$ cat config.mk
export PLATFORM = sky130hd
export DESIGN_NAME = ram_loader
export DESIGN_NICKNAME = d
export VERILOG_FILES = /design/src/rtl/ram_loader.sv
export SDC_FILE = /design/constraint.sdc
export NUM_CORES = 1
export LEC_CHECK = 0
export ABC_AREA = 0
export BUFFER_PORTS_ARGS = -buffer_cell sky130_fd_sc_hd__buf_2
export CORE_ASPECT_RATIO = 0.7
export CORE_MARGIN = 5
export CORE_UTILIZATION = 50
export CTS_CLUSTER_SIZE = 28
export DETAILED_ROUTE_END_ITERATION = 10
export PLACE_DENSITY_LB_ADDON = 0.05
export SETUP_SLACK_MARGIN = 0.4
export SLEW_MARGIN = 10
export SYNTH_ARGS = -nofsm -noshare
export SYNTH_HDL_FRONTEND = slang
export SYNTH_SLANG_ARGS = --single-unit
$ cat constraint.sdc
create_clock -name clk_i -period 3.15 [get_ports clk_i]
set_clock_uncertainty 0.2 [all_clocks]
set_input_delay 0 -clock clk_i [delete_from_list [all_inputs] [get_ports clk_i]]
set_output_delay 0 -clock clk_i [all_outputs]
set_load 0.01 [all_outputs]
$ cat src/rtl/ram_loader.sv
// Serial program loader: parses framed byte-stream load commands and writes 32-bit
// words into RAM through the stall-write port, then pulses the CPU reset.
//
// state     | meaning
// ----------+-----------------------------------------------------------
// IDLE      | hunting for 0xA5, discarding other bytes
// ADDR_H    | waiting for start address high byte
// ADDR_L    | waiting for start address low byte
// CNT_H     | waiting for word count high byte
// CNT_L     | waiting for word count low byte
// DATA      | shifting data bytes into the word register, MSB first
// WRITE     | one-cycle RAM write strobe, no byte accepted
// CSUM      | waiting for checksum byte
// RELEASE   | holding cpu_rst_o with the CPU still stalled
module ram_loader #(
   parameter int unsigned ADDR_W         = 16,
   parameter int unsigned TIMEOUT_CYCLES = 1000000,
   parameter int unsigned RST_CYCLES     = 16
) (
   input  logic              clk_i,
   input  logic              rst_i,
   input  logic [7:0]        rx_data_i,
   input  logic              rx_valid_i,
   output logic              rx_ready_o,
   output logic              openRISC_STALL,
   output logic              RAM_WE,
   output logic [ADDR_W-1:0] RAM_ADDR,
   output logic [31:0]       RAM_DATA_O,
   output logic              cpu_rst_o,
   output logic              load_done_o,
   output logic              load_err_o
);

   localparam int unsigned TMR_W = $clog2(TIMEOUT_CYCLES + 1);
   localparam int unsigned REL_W = $clog2(RST_CYCLES + 1);

   typedef enum logic [3:0] {
      S_IDLE,
      S_ADDR_H,
      S_ADDR_L,
      S_CNT_H,
      S_CNT_L,
      S_DATA,
      S_WRITE,
      S_CSUM,
      S_RELEASE
   } state_t;

   state_t              state_q, state_d;
   logic [7:0]          addr_hi_q, addr_hi_d;
   logic [7:0]          cnt_hi_q, cnt_hi_d;
   logic [15:0]         cnt_q, cnt_d;
   logic [1:0]          idx_q, idx_d;
   logic [7:0]          csum_q, csum_d;
   logic [TMR_W-1:0]    tmr_q, tmr_d;
   logic [REL_W-1:0]    rel_q, rel_d;
   logic                ready_d, stall_d, we_d, cpu_rst_d, done_d, err_d;
   logic [ADDR_W-1:0]   addr_d;
   logic [31:0]         data_d;
   logic                hs;
   logic                timing;
   logic                timed_out;

   assign hs = rx_valid_i & rx_ready_o;

   always_ff @(posedge clk_i) begin
      if (rst_i) begin
         state_q        <= S_IDLE;
         addr_hi_q      <= '0;
         cnt_hi_q       <= '0;
         cnt_q          <= '0;
         idx_q          <= '0;
         csum_q         <= '0;
         tmr_q          <= '0;
         rel_q          <= '0;
         rx_ready_o     <= 1'b0;
         openRISC_STALL <= 1'b0;
         RAM_WE         <= 1'b0;
         RAM_ADDR       <= '0;
         RAM_DATA_O     <= '0;
         cpu_rst_o      <= 1'b0;
         load_done_o    <= 1'b0;
         load_err_o     <= 1'b0;
      end else begin
         state_q        <= state_d;
         addr_hi_q      <= addr_hi_d;
         cnt_hi_q       <= cnt_hi_d;
         cnt_q          <= cnt_d;
         idx_q          <= idx_d;
         csum_q         <= csum_d;
         tmr_q          <= tmr_d;
         rel_q          <= rel_d;
         rx_ready_o     <= ready_d;
         openRISC_STALL <= stall_d;
         RAM_WE         <= we_d;
         RAM_ADDR       <= addr_d;
         RAM_DATA_O     <= data_d;
         cpu_rst_o      <= cpu_rst_d;
         load_done_o    <= done_d;
         load_err_o     <= err_d;
      end
   end

   always_comb begin
      state_d   = state_q;
      addr_hi_d = addr_hi_q;
      cnt_hi_d  = cnt_hi_q;
      cnt_d     = cnt_q;
      idx_d     = idx_q;
      csum_d    = csum_q;
      tmr_d     = tmr_q;
      rel_d     = rel_q;
      stall_d   = openRISC_STALL;
      we_d      = 1'b0;
      addr_d    = RAM_ADDR;
      data_d    = RAM_DATA_O;
      done_d    = 1'b0;
      err_d     = load_err_o;

      // Inter-byte timer: reloaded on every accepted byte, fires on its last cycle
      timing    = (state_q != S_IDLE) && (state_q != S_RELEASE);
      timed_out = timing && !hs && (tmr_q <= TMR_W'(1));
      if (hs) begin
         tmr_d = TMR_W'(TIMEOUT_CYCLES - 1);
      end else if (timing && (tmr_q != '0)) begin
         tmr_d = tmr_q - TMR_W'(1);
      end

      if (hs && (state_q inside {S_ADDR_H, S_ADDR_L, S_CNT_H, S_CNT_L, S_DATA})) begin
         csum_d = csum_q ^ rx_data_i;
      end

      case (state_q)
         S_IDLE: begin
            if (hs && (rx_data_i == 8'hA5)) begin
               state_d = S_ADDR_H;
               stall_d = 1'b1;
               err_d   = 1'b0;
               csum_d  = 8'h00;
            end
         end
         S_ADDR_H: begin
            if (hs) begin
               addr_hi_d = rx_data_i;
               state_d   = S_ADDR_L;
            end
         end
         S_ADDR_L: begin
            if (hs) begin
               addr_d  = ADDR_W'({addr_hi_q, rx_data_i});
               state_d = S_CNT_H;
            end
         end
         S_CNT_H: begin
            if (hs) begin
               cnt_hi_d = rx_data_i;
               state_d  = S_CNT_L;
            end
         end
         S_CNT_L: begin
            if (hs) begin
               cnt_d   = {cnt_hi_q, rx_data_i};
               idx_d   = 2'd0;
               state_d = ({cnt_hi_q, rx_data_i} == 16'h0000) ? S_CSUM : S_DATA;
            end
         end
         S_DATA: begin
            if (hs) begin
               data_d = {RAM_DATA_O[23:0], rx_data_i};
               idx_d  = idx_q + 2'd1;
               if (idx_q == 2'd3) begin
                  state_d = S_WRITE;
                  we_d    = 1'b1;
               end
            end
         end
         S_WRITE: begin
            addr_d  = RAM_ADDR + ADDR_W'(1);
            cnt_d   = cnt_q - 16'd1;
            state_d = (cnt_q == 16'd1) ? S_CSUM : S_DATA;
         end
         S_CSUM: begin
            if (hs) begin
               if (rx_data_i == csum_q) begin
                  state_d = S_RELEASE;
                  rel_d   = REL_W'(RST_CYCLES - 1);
               end else begin
                  state_d = S_IDLE;
                  err_d   = 1'b1;
               end
            end
         end
         S_RELEASE: begin
            if (rel_q == '0) begin
               state_d = S_IDLE;
               stall_d = 1'b0;
               done_d  = 1'b1;
            end else begin
               rel_d = rel_q - REL_W'(1);
            end
         end
         default: state_d = S_IDLE;
      endcase

      // Abort keeps the stall so a half-written image never runs
      if (timed_out) begin
         state_d = S_IDLE;
         err_d   = 1'b1;
         we_d    = 1'b0;
      end

      cpu_rst_d = (state_d == S_RELEASE);
      ready_d   = (state_d != S_WRITE) && (state_d != S_RELEASE);
   end

endmodule

==> flow_summary.json <==
{
  "num-nets-final": 814,
  "p_leak_uw": 0.00280,
  "setup_viol": 0,
  "track_usage_pct": 22.3,
  "drtIter0Drc": 366,
  "ios": 65,
  "ys_warn_count": 0,
  "crit_buf_inv": 0,
  "antenna_found_initial": 0,
  "period_share_pct": 85.3,
  "hold_viol": 0,
  "worstSetupPathType": "flop to flop",
  "power.density_nw_per_um2": 522,
  "cap_violations": 0,
  "die_x_microns": 140,
  "fillers": 1068,
  "rsz0062_at_grt": "false",
  "worst_slew_pin_slew_ps": 913,
  "async_flop_share_pct": 0,
  "critPathMostFrequentCell": "or4_1",
  "rr_worst_depth": 5,
  "ctsRootBufferMaster": "clkbuf_16",
  "initial_core_util_pct": 50.8,
  "slew_headroom_pct": 38.8,
  "cts_tree": "yes",
  "clk_pin_slew_worst_paths_ps": 60,
  "grt_pass1_wl_microns": 25900,
  "dr.pass1.iters": 5,
  "yosys_register_bits": 125,
  "grt_max_degree": 64,
  "worst-path-stages": 5,
  "numPortBuffers": 64,
  "synth_area_leaders": "dfxtp_1 42%, nand2_1 7.3%, a21oi_1 6.7%",
  "run_status": "completed",
  "insertion_delay_ps": 410,
  "postSynthCellCount": 733,
  "fin_setup_tns_ps": 0,
  "rows": 33,
  "yosysMostFrequentCell": "dfxtp_1",
  "drc": 0,
  "period_needed_ps": 2690,
  "die_h_microns": 101,
  "n_antenna_cell": 0,
  "worstPathRequired_ps": 3280,
  "layout-drive-gt1-share_pct": 15.5,
  "seq_area_frac_synth_pct": 42.3,
  "holdCritPathClass": "flop to flop",
  "synth_nets": 753,
  "viasPerCell": 5.72,
  "hpwl_microns": 10500,
  "critPathCaptureType": "flop",
  "area_growth_pct": 20.5,
  "cp_slowest_cell": "or4_1",
  "worst_slack_ps": 463,
  "die_area_sq_um": 14100,
  "synth_cell_types": 65,
  "whs_path_depth": 2,
  "overflow": 0,
  "post-place-ws_ps": 488,
  "gp_congestion": 0.865,
  "clk_path_buf_depth": 2,
  "cp.arrival_ps": 2820,
  "yosysTopAreaCellShare_pct": 42.3,
  "wl_per_cell_microns": 16.6,
  "core_area_sq_um": 11600,
  "ir_drop_uv": 357,
  "yosys-top-cells-count": "125 x dfxtp_1, 115 x nand2_1, 79 x a21oi_1",
  "synthFlopType": "dfxtp_1",
  "synth-edff-count": 0,
  "crit_path_max_incr_delay_ps": 680,
  "timing_max_transition_violations_final": 0,
  "h-tree-depth": 4,
  "vias": 5513,
  "mappedNetlistArea_sq_um": 5910,
  "numCtsBuffers": 17,
  "yosysTopAreaCell": "dfxtp_1",
  "fmax_mhz": 372,
  "crit_chain": "or4_1, or4_1, o21ai_4, mux2_2, a21oi_1",
  "crit_fanout": 8,
  "ant_nets": 0,
  "grt_pass1_vias": 5179,
  "start_kind": "flop",
  "clock_sinks": 125,
  "critPathTopFamily": "simple AND/OR/NAND/NOR gates",
  "wl_microns": 16000,
  "syn_area_per_cell_sq_um": 8.07
}
-- timing repair --
item / CTS / global route
setup buffers: 0 / 1
gates resized for setup: 0 / 4
setup endpoints to repair: 0 / 8
hold buffers: 17 / 0
hold endpoints to repair: 75 / 0
-- where the power goes --
group,switching [uW],internal [uW]
clock,776,1170
combinational,106,55.3
sequential,12.7,1590
-- kinds of logic after synthesis --
| family | after synthesis | share of synthesized area, % |
|---|---|---|
| DFF | 125 | 42.3 |
| buffers and inverters | 62 | 3.98 |
| muxes | 20 | 3.45 |
| AOI/OAI and AO/OA | 170 | 17.8 |
| adders and majority gates | 10 | 2.07 |
| xor gates and xnor gates | 34 | 5.04 |
| and+or+nand+nor | 312 | 25.3 |
-- area by class of cell --
type	instances	area, sq um	share of cell area [%]
Sequential cell	125	2500	35.1
Multi-Input combinational cell	546	3200	44.9
Tap cell	157	196	2.76
Clock buffer	17	425	5.97
Inverter	9	33.8	0.474
Clock inverter	15	165	2.32
Timing Repair Buffer	95	598	8.40
-- worst min-delay path: cells and delay by family (launching register included) --
family	cells	cell delay, ps
simple gates	1	50
compound gates	1	50
flops	1	310
-- per-stage QoR --
step,std cells,util [%],instance area (sq um),total power [uW],hold slack [ps]
global route,964,61.2,7120,3820,268
global placement,914,54.5,6340,1780,159
finish,964,61.2,7120,3720,252
floorplan,733,-,5910,1740,59.3
detailed placement,914,54.5,6340,1790,160
CTS,963,61.0,7100,3740,254
-- placed cells by master, fill, tap and decap left out, types with 10 or more instances in the layout --
| master | netlist | layout |
|---|---|---|
| mux2i_1 | 17 | 17 |
| a21oi_1 | 79 | 79 |
| buf_4 | 0 | 15 |
| xor2_1 | 32 | 32 |
| nand2_1 | 115 | 115 |
| nor3_1 | 13 | 13 |
| a31oi_1 | 13 | 13 |
| dfxtp_1 | 125 | 124 |
| dlygate4sd3_1 | 0 | 17 |
| o21ai_0 | 17 | 17 |
| nor4_1 | 15 | 15 |
| o211ai_1 | 12 | 12 |
| nor2_1 | 76 | 75 |
| nand3_1 | 23 | 23 |
| or3_1 | 10 | 10 |
| buf_2 | 1 | 63 |
| or4_1 | 13 | 13 |
| clkbuf_16 | 0 | 17 |
-- registers in the layout, summed over array words and instances, names as in the netlist --
signal,flops
RAM_ADDR,16
rx_ready_o,1
state_q,4
tmr_q,20
load_err_o,1
cpu_rst_o,1
rel_q,5
openRISC_STALL,1
RAM_WE,1
RAM_DATA_O,32
cnt_q,16
csum_q,8
addr_hi_q,8
idx_q,2
load_done_o,1
cnt_hi_q,8
-- metal layers --
metal	vias up	global-route usage, %	wire length (microns)
met1	2620	30.8	7590
met2	161	35.9	7260
met3	11	5.03	990
met4	0	5.51	126
li1	2721	-	-
met5	-	0	0
-- final timing paths --
| kind | slack [ps] | from | endpoint |
|---|---|---|---|
| worst max-delay path | 460 | tmr_q[2] | tmr_q[1] |
| worst min-delay path | 250 | RAM_DATA_O[26] | RAM_DATA_O[26] |
| worst max register to register | 460 | tmr_q[2] | tmr_q[1] |
| worst min register to register | 250 | RAM_DATA_O[26] | RAM_DATA_O[26] |
Power figures use the tool's default switching activity.
